===== config.mk =====
export PLATFORM = sky130hd
export DESIGN_NAME = alu_mdu
export DESIGN_NICKNAME = d
export VERILOG_FILES = /design/src/rtl/alu_pkg.sv /design/src/rtl/mdu_unit.sv /design/src/rtl/alu_mdu.sv
export SDC_FILE = /design/constraint.sdc
export NUM_CORES = 2
export LEC_CHECK = 0
export ABC_AREA = 0
export ABC_CLOCK_PERIOD_IN_PS = 21000
export BUFFER_PORTS_ARGS = -buffer_cell sky130_fd_sc_hd__buf_2
export CAP_MARGIN = 0
export CORE_ASPECT_RATIO = 1.25
export CORE_MARGIN = 2
export CORE_UTILIZATION = 30
export DETAILED_ROUTE_END_ITERATION = 7
export GPL_TIMING_DRIVEN = 0
export PLACE_DENSITY = 0.51
export SYNTH_ARGS = -nofsm -noshare
export SYNTH_HDL_FRONTEND = slang
export SYNTH_HIERARCHICAL = 1
export SYNTH_SLANG_ARGS = --single-unit

===== constraint.sdc =====
create_clock -name clk -period 21 [get_ports clk]
set_clock_uncertainty 0.1 [all_clocks]
set_input_delay 3.15 -clock clk [delete_from_list [all_inputs] [get_ports clk]]
set_output_delay 3.15 -clock clk [all_outputs]
set_load 0.03 [all_outputs]

===== src/rtl/alu_pkg.sv =====
// rtl/alu_pkg.sv - ALU control codes, MDU op codes and MDU state type
package alu_pkg;

   localparam logic [3:0] ALU_ADD  = 4'd0;
   localparam logic [3:0] ALU_SUB  = 4'd1;
   localparam logic [3:0] ALU_OR   = 4'd2;
   localparam logic [3:0] ALU_LUI  = 4'd3;
   localparam logic [3:0] ALU_AND  = 4'd4;
   localparam logic [3:0] ALU_XOR  = 4'd5;
   localparam logic [3:0] ALU_SLT  = 4'd6;
   localparam logic [3:0] ALU_SLTU = 4'd7;

   typedef enum logic [2:0] {
      MD_NONE  = 3'd0,
      MD_MULT  = 3'd1,
      MD_MULTU = 3'd2,
      MD_DIV   = 3'd3,
      MD_DIVU  = 3'd4,
      MD_MTHI  = 3'd5,
      MD_MTLO  = 3'd6,
      MD_RSVD  = 3'd7
   } md_op_t;

   typedef enum logic {
      IDLE = 1'b0,
      BUSY = 1'b1
   } mdu_state_t;

endpackage


===== src/rtl/mdu_unit.sv =====
// rtl/mdu_unit.sv - multi-cycle multiply/divide unit with HI/LO registers
// Divider present only when ALU_MDU_DIV_EN is defined.
module mdu_unit
   import alu_pkg::*;
#(
   parameter int WIDTH      = 32,
   parameter int MUL_CYCLES = 5,
   parameter int DIV_CYCLES = 10
) (
   input  logic             clk,
   input  logic             reset,
   input  logic [2:0]       md_op,
   input  logic             md_start,
   input  logic [WIDTH-1:0] src_a,
   input  logic [WIDTH-1:0] src_b,
   output logic             md_busy,
   output logic [WIDTH-1:0] hi,
   output logic [WIDTH-1:0] lo
);

`ifdef ALU_MDU_DIV_EN
   localparam int CNT_MAX = (MUL_CYCLES > DIV_CYCLES) ? MUL_CYCLES : DIV_CYCLES;
`else
   localparam int CNT_MAX = MUL_CYCLES;
`endif
   localparam int CW = $clog2(CNT_MAX + 1);

   mdu_state_t       state, state_nxt;
   md_op_t           op, op_q;
   logic [CW-1:0]    cnt, cnt_load;
   logic [WIDTH-1:0] a_q, b_q, res_hi, res_lo;
   logic [2*WIDTH-1:0] a_ext, b_ext, prod;
   logic             is_mul, is_div, accept, done;

   assign op     = md_op_t'(md_op);
   assign is_mul = (op == MD_MULT) || (op == MD_MULTU);
`ifdef ALU_MDU_DIV_EN
   assign is_div   = (op == MD_DIV) || (op == MD_DIVU);
   assign cnt_load = is_div ? CW'(DIV_CYCLES) : CW'(MUL_CYCLES);
`else
   assign is_div   = 1'b0;
   assign cnt_load = CW'(MUL_CYCLES);
`endif
   assign accept = (state == IDLE) && md_start && (is_mul || is_div);
   assign done   = (state == BUSY) && (cnt == CW'(1));

   // Sign- or zero-extend to 2*WIDTH so one unsigned multiply covers both forms.
   always_comb begin
      a_ext = {{WIDTH{1'b0}}, a_q};
      b_ext = {{WIDTH{1'b0}}, b_q};
      if (op_q == MD_MULT) begin
         a_ext = {{WIDTH{a_q[WIDTH-1]}}, a_q};
         b_ext = {{WIDTH{b_q[WIDTH-1]}}, b_q};
      end
      prod = a_ext * b_ext;
   end

`ifdef ALU_MDU_DIV_EN
   logic [WIDTH-1:0] quo, rem;
   localparam logic [WIDTH-1:0] MOST_NEG = {1'b1, {(WIDTH-1){1'b0}}};

   always_comb begin
      quo = '1;
      rem = a_q;
      if (b_q != '0) begin
         if (op_q == MD_DIV) begin
            if (a_q == MOST_NEG && b_q == '1) begin
               quo = MOST_NEG;
               rem = '0;
            end else begin
               quo = WIDTH'($signed(a_q) / $signed(b_q));
               rem = WIDTH'($signed(a_q) % $signed(b_q));
            end
         end else begin
            quo = a_q / b_q;
            rem = a_q % b_q;
         end
      end
   end

   always_comb begin
      res_hi = prod[2*WIDTH-1:WIDTH];
      res_lo = prod[WIDTH-1:0];
      if (op_q == MD_DIV || op_q == MD_DIVU) begin
         res_hi = rem;
         res_lo = quo;
      end
   end
`else
   assign res_hi = prod[2*WIDTH-1:WIDTH];
   assign res_lo = prod[WIDTH-1:0];
`endif

   always_ff @(posedge clk or posedge reset) begin
      if (reset) state <= IDLE;
      else       state <= state_nxt;
   end

   always_comb begin
      state_nxt = state;
      case (state)
         IDLE:    if (accept) state_nxt = BUSY;
         BUSY:    if (done)   state_nxt = IDLE;
         default: state_nxt = IDLE;
      endcase
   end

   always_comb begin
      md_busy = (state == BUSY);
   end

   always_ff @(posedge clk or posedge reset) begin
      if (reset) begin
         cnt  <= '0;
         a_q  <= '0;
         b_q  <= '0;
         op_q <= MD_NONE;
         hi   <= '0;
         lo   <= '0;
      end else if (accept) begin
         cnt  <= cnt_load;
         a_q  <= src_a;
         b_q  <= src_b;
         op_q <= op;
      end else if (state == BUSY) begin
         if (done) begin
            cnt <= '0;
            hi  <= res_hi;
            lo  <= res_lo;
         end else begin
            cnt <= cnt - CW'(1);
         end
      end else if (md_start && op == MD_MTHI) begin
         hi <= src_a;
      end else if (md_start && op == MD_MTLO) begin
         lo <= src_a;
      end
   end

endmodule


===== src/rtl/alu_mdu.sv =====
// rtl/alu_mdu.sv - combinational ALU beside the multi-cycle MDU
// Divide support is compiled in with ALU_MDU_DIV_EN.
module alu_mdu
   import alu_pkg::*;
#(
   parameter int WIDTH      = 32,
   parameter int MUL_CYCLES = 5,
   parameter int DIV_CYCLES = 10
) (
   input  logic             clk,
   input  logic             reset,
   input  logic [WIDTH-1:0] src_a,
   input  logic [WIDTH-1:0] src_b,
   input  logic [3:0]       alu_ctrl,
   output logic [WIDTH-1:0] alu_result,
   output logic             alu_zero,
   output logic             alu_ovf,
   input  logic [2:0]       md_op,
   input  logic             md_start,
   output logic             md_busy,
   output logic [WIDTH-1:0] hi,
   output logic [WIDTH-1:0] lo
);

   logic [WIDTH-1:0] sum, diff;

   assign sum  = src_a + src_b;
   assign diff = src_a - src_b;

   always_comb begin
      alu_result = '0;
      alu_ovf    = 1'b0;
      case (alu_ctrl)
         ALU_ADD: begin
            alu_result = sum;
            alu_ovf    = (src_a[WIDTH-1] == src_b[WIDTH-1]) && (sum[WIDTH-1] != src_a[WIDTH-1]);
         end
         ALU_SUB: begin
            alu_result = diff;
            alu_ovf    = (src_a[WIDTH-1] != src_b[WIDTH-1]) && (diff[WIDTH-1] != src_a[WIDTH-1]);
         end
         ALU_OR:   alu_result = src_a | src_b;
         ALU_LUI:  alu_result = src_b << (WIDTH / 2);
         ALU_AND:  alu_result = src_a & src_b;
         ALU_XOR:  alu_result = src_a ^ src_b;
         ALU_SLT:  alu_result = {{(WIDTH-1){1'b0}}, ($signed(src_a) < $signed(src_b))};
         ALU_SLTU: alu_result = {{(WIDTH-1){1'b0}}, (src_a < src_b)};
         default:  alu_result = '0;
      endcase
   end

   assign alu_zero = (alu_result == '0);

   mdu_unit #(
      .WIDTH      (WIDTH),
      .MUL_CYCLES (MUL_CYCLES),
      .DIV_CYCLES (DIV_CYCLES)
   ) u_mdu (
      .clk      (clk),
      .reset    (reset),
      .md_op    (md_op),
      .md_start (md_start),
      .src_a    (src_a),
      .src_b    (src_b),
      .md_busy  (md_busy),
      .hi       (hi),
      .lo       (lo)
   );

endmodule


==> metrics.md <==
| Metric | Value |
|---|---|
| Status | `finished with violations` |
| Violated checks | `max-capacitance violations, max-slew violations` |
| Vias in the first global route | `51000` |
| Layout Nets | `8545` |
| Distinct cells, synth | `97` |
| Most used cell, CP | `fa_1` |
| M1 WL | `98.8 mm` |
| Die Y | `498 um` |
| Largest net degree at the start of global routing | `89` |
| GRT Residual Overflow | `0` |
| Required time worst endpoint | `21.24 ns` |
| CTS buffer count | `17` |
| Achievable Freq | `0.0781 GHz` |
| Clock Path Buffers | `2` |
| Initial Util | `30.2%` |
| Seq/Total Area, Yosys | `5.76%` |
| Root buffer cell | `clkbuf_16` |
| Synthesized area per cell | `9.10 um^2` |
| First-pass GRT wire length | `374 mm` |
| Worst-Margin Slew | `1.53 ns` |
| Hpwl dp | `220 mm` |
| Met2 wire length | `120 mm` |
| Top routing layer in use | `met5` |
| Worst skew pair latency | `0.46 ns` |
| Initial drt markers | `3988` |
| Post-layout minimum cycle time | `12.81 ns` |
| Crit share post-route | `61.0%` |
| All-layer global routing usage | `26.4%` |
| Final WL | `257 mm` |
| Area growth syn-to-layout | `8.14%` |
| Setup TNS | `0 ns` |
| Syn_nets | `8349` |
| IO Port Bufs | `172` |
| Antenna violations before repair | `26` |
| Type of the worst min-delay path | `reg -> reg` |
| CP Class | `reg -> reg` |
| Setup Buffers After CTS | `0` |
| Area contributors post-synth | `fa_1, inv_1, ha_1` |
| CTS tree | `yes` |
| Clock transition at path regs | `0.07 ns` |
| Maxcap violations | `2` |
| Number of synthesized flops with an enable pin | `0` |
| Post-Synthesis Cells | `6439` |
| CTS Hold Bufs | `0` |
| Worst path top cell family by delay | `adder cells` |
| Critical path fanouts, max | `10` |
| Core Footprint | `194000 um^2` |
| Avg Vias per Cell | `5.11` |
| Synth Cell Area | `58600 um^2` |
| Max Transition Viols Final | `21` |
| Setup violators final | `0` |
| CTS Sinks | `135` |
| H-tree depth | `4` |
| Yosys top cell by area | `fa_1` |
| DIE WIDTH | `399 um` |
| # DRC | `0` |
| Ys async rst share | `100%` |
| Synthesis Warnings | `6` |
| RSZ-0062 raised after global routing | `no` |
| DR WL/cell | `27.9 um` |
| Pre-antenna DRT Iters | `7` |
| Die area | `199000 um^2` |
| Relative slew slack | `-1.88%` |
| RD Place Congestion | `1.01` |
| Main synth FF type | `dfrtp_1` |
| Final antenna-violating net count | `0` |
| Crit path largest cell delay | `1.02 ns` |
| Critical path endpoint category | `flip-flop` |
| Critical Path Start Type | `flip-flop` |
| Data arrival, critical path | `13.05 ns` |
| Routed vias | `47100` |
| Final number of hold-violating endpoints | `0` |
| Rows | `181` |
| Yosys top cell area share | `48.5%` |
| WL met3 | `19.4 mm` |
| Bufs and invs on worst path | `10` |
| Layout cells sized above 1 | `5.28%` |
| Slowest cell on the critical path | `fa_1` |
| Synth Register Bits | `135` |
| Number of I/O pins | `173` |
| Cts repair resizes | `0` |
[metal layers]
| metal | vias to the layer above | GRT usage [%] |
|---|---|---|
| li1 | 19500 | - |
| met1 | 24800 | 33.0 |
| met2 | 2125 | 42.5 |
| met3 | 596 | 4.98 |
| met4 | 10 | 15.0 |
| met5 | - | 0 |
[layout by cell type (no fill, tap or decap), types with 23 or more instances in the layout]
cell / n
mux2_2: 68
o21ai_0: 140
nor2_1: 125
buf_2: 189
nand2_1: 848
clkbuf_1: 293
nor2b_1: 34
and2_1: 410
nor3_1: 23
xor2_1: 31
a21oi_1: 208
dfrtp_1: 135
o21bai_1: 24
fa_1: 1421
inv_1: 1618
nand3_1: 43
mux2i_1: 24
xnor2_1: 90
ha_1: 415
a21o_1: 42
and3_1: 43
nand4_1: 28
[logic make-up (layout without fill, tap and decap cells)]
family,count (synthesis),count (layout),share of synthesized area (%)
AND/OR/NAND/NOR,1638,1638,13.3
multiplexers,93,93,1.75
AO/OA/AOI/OAI,666,666,7.39
adder cells (fa/ha/maj),1840,1840,57.5
buffers and inverters,1946,2155,12.5
other,0,7,0
flip-flops,135,135,5.76
XOR/XNOR,121,121,1.81
[synth_stat cells, types with 7 or more instances]
cell	n
a31oi_1	20
nand4_1	28
ha_1	415
clkbuf_1	294
a221o_1	8
o22ai_1	8
a211o_1	11
o311ai_0	7
and3_1	43
xor2_1	31
a221oi_1	10
xnor2_1	90
nor2_1	125
o31a_1	9
nand2b_1	10
a211oi_1	22
o211ai_1	14
dfrtp_1	135
nor3_1	23
buf_2	16
nor4_1	12
a21oi_1	208
nand3_1	43
fa_1	1421
buf_1	12
o21ai_1	15
o31ai_1	15
or2_2	11
a21o_1	42
o221ai_1	13
mux2_2	68
or3_1	18
nor2b_1	34
o21a_1	15
nand2_1	849
o21bai_1	24
mux2i_1	24
o21ai_0	140
a21boi_0	8
and2_1	410
o2111ai_1	8
inv_1	1619
[worst min-delay path, cell delays in order, from the launching register on]
cell	delay, ns
dfrtp_1	0.34
nand2_1	0.04
o21ai_0	0.06
[registers in the layout, summed over array words and instances (netlist names)]
signal / cells
u_mdu/op_q: 3
u_mdu/hi: 32
u_mdu/b_q: 32
u_mdu/a_q: 32
u_mdu/cnt: 3
u_mdu/lo: 32
u_mdu/md_busy: 1
[per-stage QoR]
stage / cells / hold slack, ns / instance area (um^2) / setup WS [ns] / utilization (%)
2_1_floorplan: 6439 / 0.355 / 58600 / 11.00 / -
3_3_place_gp: 9173 / 0.368 / 62700 / 8.35 / 32.3
3_5_place_dp: 9177 / 0.370 / 62800 / 8.46 / 32.3
4_1_cts: 9209 / 0.387 / 63300 / 8.39 / 32.6
5_1_grt: 9211 / 0.406 / 63400 / 7.87 / 32.6
6_report: 9217 / 0.384 / 63400 / 8.19 / 32.6
[final timing paths]
check	start	endpoint	slack [ns]	cells after the start
min	u_mdu/lo[10]	u_mdu/lo[10]	0.38	2
max	u_mdu/op_q[1]	u_mdu/hi[28]	8.19	32
min reg2reg	u_mdu/lo[10]	u_mdu/lo[10]	0.38	2
max reg2reg	u_mdu/op_q[1]	u_mdu/hi[28]	8.19	32
min in group asynchronous	reset	u_mdu/b_q[4]	2.65	2
max in group asynchronous	reset	u_mdu/hi[22]	17.31	3
[final cells by class]
type	count	area, um^2
Antenna cell	7	17.5
Fill cell	20700	131000
Clock buffer	17	425
Sequential cell	135	3380
Clock inverter	15	158
Buffer	326	1260
Inverter	1620	6090
Timing Repair Buffer	177	956
Tap cell	2562	3210
Multi-Input combinational cell	4358	47900
Power is not shown: default switching activity piles up to over one toggle a cycle in this logic, so the estimate is an artifact.
